==> config.mk <==
export PLATFORM = sky130hd
export DESIGN_NAME = i2c_master_ctrl
export DESIGN_NICKNAME = d
export VERILOG_FILES = /design/src/rtl/i2c_master_ctrl.sv
export SDC_FILE = /design/constraint.sdc
export NUM_CORES = 1
export LEC_CHECK = 0
export CORE_MARGIN = 2
export CORE_UTILIZATION = 50
export DETAILED_ROUTE_END_ITERATION = 8
export PLACE_DENSITY_LB_ADDON = 0.1
export SYNTH_ARGS = -nofsm -noshare
export SYNTH_HDL_FRONTEND = slang
export SYNTH_SLANG_ARGS = --single-unit
==> constraint.sdc <==
create_clock -name clk -period 2.9 [get_ports clk]
set_input_delay 0.58 -clock clk [delete_from_list [all_inputs] [get_ports clk]]
set_output_delay 0.58 -clock clk [all_outputs]
set_load 0.03 [all_outputs]
==> src/rtl/i2c_master_ctrl.sv <==
// i2c_master_ctrl: single-master I2C register read/write engine driving SCL/SDA.
module i2c_master_ctrl #(
  parameter int CLK_DIV = 4
) (
  input  logic       clk,
  input  logic       reset,
  input  logic       req_valid,
  output logic       req_ready,
  input  logic       rw,
  input  logic [7:0] slave_id,
  input  logic [7:0] mem_addr,
  input  logic [7:0] wdata,
  output logic [7:0] rdata,
  output logic       done,
  output logic       error,
  output logic       scl_o,
  output logic       sda_oe,
  input  logic       sda_i
);
  localparam int DW = $clog2(CLK_DIV) + 1;
  typedef enum logic [3:0] {IDLE, START, ADDR, RW, ACK1, MADDR, ACK2, WRITE, READ, ACK3, STOP} state_t;
  state_t state, state_n;
  logic [DW-1:0] div;
  logic [1:0] phase;
  logic [2:0] bit_cnt;
  logic [7:0] id_q, addr_q, wdata_q, shreg;
  logic rw_q, tick, bit_end, sample, accept, last_bit, ack_bit;
  always_comb begin
    tick = div == DW'(CLK_DIV - 1);
    bit_end = tick && phase == 2'd3;
    sample = tick && phase == 2'd1;
    last_bit = bit_cnt == 3'd7;
    done = bit_end && state == STOP;
    req_ready = state == IDLE || done;
    accept = req_valid && req_ready;
    ack_bit = state == ACK1 || state == ACK2 || (state == ACK3 && !rw_q);
    // START/STOP bend the normal low-high-high-low SCL shape to frame the bus
    scl_o = state == IDLE || (state == START ? phase != 2'd3 :
            state == STOP ? phase != 2'd0 : phase == 2'd1 || phase == 2'd2);
    sda_oe = state == START ? phase[1] :
             state == STOP  ? !phase[1] :
             state == ADDR  ? !id_q[~bit_cnt] :
             state == RW    ? !rw_q :
             state == MADDR ? !addr_q[~bit_cnt] :
             state == WRITE && !wdata_q[~bit_cnt];
    state_n = state;
    unique case (state)
      IDLE:    state_n = accept ? START : IDLE;
      START:   if (bit_end) state_n = ADDR;
      ADDR:    if (bit_end && last_bit) state_n = RW;
      RW:      if (bit_end) state_n = ACK1;
      ACK1:    if (bit_end) state_n = error ? STOP : MADDR;
      MADDR:   if (bit_end && last_bit) state_n = ACK2;
      ACK2:    if (bit_end) state_n = error ? STOP : rw_q ? READ : WRITE;
      WRITE,
      READ:    if (bit_end && last_bit) state_n = ACK3;
      ACK3:    if (bit_end) state_n = STOP;
      STOP:    if (bit_end) state_n = accept ? START : IDLE;
      default: state_n = IDLE;
    endcase
  end
  always_ff @(posedge clk) begin
    if (reset) begin
      state <= IDLE;
      div <= '0;
      phase <= '0;
      bit_cnt <= '0;
      id_q <= '0;
      addr_q <= '0;
      wdata_q <= '0;
      rw_q <= 1'b0;
      shreg <= '0;
      rdata <= '0;
      error <= 1'b0;
    end else begin
      state <= state_n;
      div <= (tick || state == IDLE) ? '0 : div + 1'b1;
      phase <= state == IDLE ? 2'd0 : tick ? phase + 2'd1 : phase;
      bit_cnt <= (bit_end && (state == ADDR || state == MADDR || state == WRITE || state == READ)) ? bit_cnt + 3'd1 : bit_cnt;
      if (accept) begin
        id_q <= slave_id;
        addr_q <= mem_addr;
        wdata_q <= wdata;
        rw_q <= rw;
        error <= 1'b0;
      end else if (sample && ack_bit && sda_i) error <= 1'b1;
      if (sample && state == READ) shreg <= {shreg[6:0], sda_i};
      if (bit_end && state == ACK3 && rw_q) rdata <= shreg;
    end
  end
endmodule

==> out/results.tsv <==
metric	value	unit
status	completed	
fin_crit	2.848	ns
crit_chain	mux4_1, mux2_2, or3_1, a41oi_1, buf_4	
cts_setup_buffers	0	
p_leak	1.280	nW
yosysTopAreaCell	dfxtp_1	
synth_top_cell_area_share	41.42	%
routed_wl	5201	µm
multi_input_area	0.001415	mm²
worstPathMaxFanout	3	
cts-root-buf	clkbuf_8	
timing.fmax	0.3511	GHz
synth_edf_count	0	
first_global_vias	1870	
highest_layer	met4	
cts.clk_slew.worst_paths	0.10	ns
place_hpwl	3709	µm
finalNonFillerCells	373	
power_switching_share	33.66	%
drtIter0Drc	156	
grtUsageTotal	18.28	%
drive_above_1_share	8.581	%
fin_worst_skew	0.007487	ns
cp_num_buf_inv	1	
clkPwrFrac	21.5	%
drt_first_pass_iters	4	
die_w	76.25	µm
tightest_slew	0.5429	ns
setup_viol	0	
synthDistinctLibCells	45	
synth_flop_cell	dfxtp_1	
cts_max_path_buffers	2	
dr_wl_met2	2350	µm
min_period_over_period	98.21	%
rsz0062_at_grt	false	
synth_seq_cells	54	
antenna_found_initial	0	
placed_cells	365	
initial_utilization	51.43	%
yosysSeqAreaShare	41.42	%
hold_viol_final	0	
clock-sinks	54	
die_h	76.25	µm
switching_power	0.0007665	W
final.setup.tns	0	ns
vdd_ir_drop_max	322.3	µV
setup.worst_path.start_class	flip-flop	
cap_viol_max_count	0	
slew_headroom	63.69	%
holdBufCountCts	0	
syn_area_per_cell	9.775	µm²
endpoint_kind	output port	
fillers	455	
core-area	0.005075	mm²
numPortBuffers	41	
fp-row-count	26	
final_max_slew_viol_count	0	
p_int	0.001511	W
dieArea	0.005814	mm²
yosys_warnings	0	
grt_pass1_wl	8804	µm
num_io_pins	42	
synthCells	267	
route.met3.wl	253	µm
path_class	flip-flop to output port	
cp_top_family	multiplexers	
sequentialPowerShare	42.4	%
synthArstFlopShare	0	%
p_per_area	712.0	mW/mm²
fin_nets	338	
antenna_left	0	
syn_area	0.002610	mm²
synth_area_leaders	dfxtp_1 41%, mux2i_1 16%, nor2_1 6.8%	
routabilityCongestion	0.8641	
p_comb_share	36.1	%
yosysMostFrequentCell	dfxtp_1	
n_antenna_cell	0	
area_growth	22.53	%
timing.hold.ws	0.4435	ns
clk_latency	0.30	ns
num_vias	2030	
overflow	0	
hold_class	flip-flop to flip-flop	
numCtsBuffers	5	
synth_commonest_cells	54 x dfxtp_1, 47 x nor2_1, 42 x mux2i_1	
crit_path_top_delay_cell	mux4_1	
arrival	2.27	ns
seq_area	0.001084	mm²
cts_tree	built	
crit_path_max_incr_delay	0.54	ns
wire_per_inst	13.94	µm
wl_met1	2552	µm
grt_max_degree	35	
required	2.32	ns
h-tree-depth	2	
via_per_inst	5.442	
synth_fp_nets	303	
route.detailed.drc	0	
==> sequential cells by signal, summed over array words and instances (netlist names) <==
name     count
rw_q         1
rdata        8
div          3
phase        2
state        4
wdata_q      8
shreg        8
addr_q       8
bit_cnt      3
error        1
id_q         8
==> path summary, 6_finish.rpt <==
path / start / to / slack [ns] / cells after the start
setup / recovery: bit_cnt[0] / sda_oe / 0.05 / 5
hold / removal: div[0] / div[0] / 0.44 / 1
setup reg to reg: state[3] / state[2] / 0.86 / 5
hold reg to reg: div[0] / div[0] / 0.44 / 1
==> power by group through the flow <==
| stage | logic, W | registers [W] | clock network [W] |
|---|---|---|---|
| 6_report | 0.000822 | 0.000965 | 0.000490 |
| 5_1_grt | 0.000896 | 0.000985 | 0.000534 |
| 4_1_cts | 0.000824 | 0.000962 | 0.000503 |
| 3_5_place_dp | 0.000819 | 0.000979 | 0 |
| 3_3_place_gp | 0.000810 | 0.000977 | 0 |
| 2_1_floorplan | 0.000652 | 0.000907 | 0 |
==> what timing repair did <==
| action | CTS | global route |
|---|---|---|
| resized for setup | 0 | 3 |
| endpoints found under the hold margin | 0 | 0 |
| setup endpoints to repair | 0 | 4 |
==> through the flow <==
| stage | power (W) | setup WS, ns | utilization (%) | instance area, µm² |
|---|---|---|---|---|
| 2_1_floorplan | 0.001559 | 0.1602 | - | 2610 |
| 3_3_place_gp | 0.001788 | 0.3963 | 60.77 | 3084 |
| 6_report | 0.002277 | 0.05177 | 63.02 | 3198 |
| 3_5_place_dp | 0.001798 | 0.3683 | 60.77 | 3084 |
| 5_1_grt | 0.002415 | 0.01707 | 63.02 | 3198 |
| 4_1_cts | 0.002289 | 0.02335 | 62.92 | 3193 |
==> worst register-to-register path, stage by stage (launching register included) <==
cell       delay (ns)
dfxtp_1          0.45
buf_4            0.23
nand3b_1         0.20
a221o_1          0.42
a21o_1           0.24
a2111oi_0        0.39
==> placed cells by master, fill, tap and decap left out, types with 4 or more instances in the layout <==
cell type,Yosys,final
dfxtp_1,54,52
inv_1,6,6
buf_4,0,8
nand2_1,4,4
mux4_1,6,6
a21oi_1,7,7
clkbuf_8,0,5
a211oi_1,5,5
nor3_1,9,9
ha_1,7,6
mux2i_1,42,42
nand3_1,4,4
clkdlybuf4s50_1,0,40
o21ai_0,6,6
nor2_1,47,47
or3_1,4,4
==> per-layer routing <==
layer  vias to the layer above  global-route usage (%)
met5                         -                       0
met4                         0                   4.545
met3                         7                   3.791
met2                        48                   28.58
met1                       946                   25.97
li1                       1029                       -
==> cell families (layout without fill, tap and decap cells) <==
| kind of cell | Yosys count | count (layout) | synth area share (%) |
|---|---|---|---|
| AO/OA/AOI/OAI | 38 | 38 | 10.07 |
| multiplexers | 49 | 49 | 22.58 |
| XOR/XNOR | 3 | 3 | 1.007 |
| buffers and inverters | 27 | 63 | 4.458 |
| flip-flops | 54 | 54 | 41.42 |
| adder cells (fa/ha/maj) | 7 | 7 | 3.356 |
| AND/OR/NAND/NOR | 89 | 89 | 17.11 |
==> final cells by class <==
type | instances | area share, %
Clock buffer | 5 | 2.152
Clock inverter | 3 | 1.252
Inverter | 6 | 0.7042
Multi-Input combinational cell | 186 | 44.25
Sequential cell | 54 | 33.88
Tap cell | 70 | 2.739
Timing Repair Buffer | 49 | 15.02
Power figures use the tool's default switching activity.
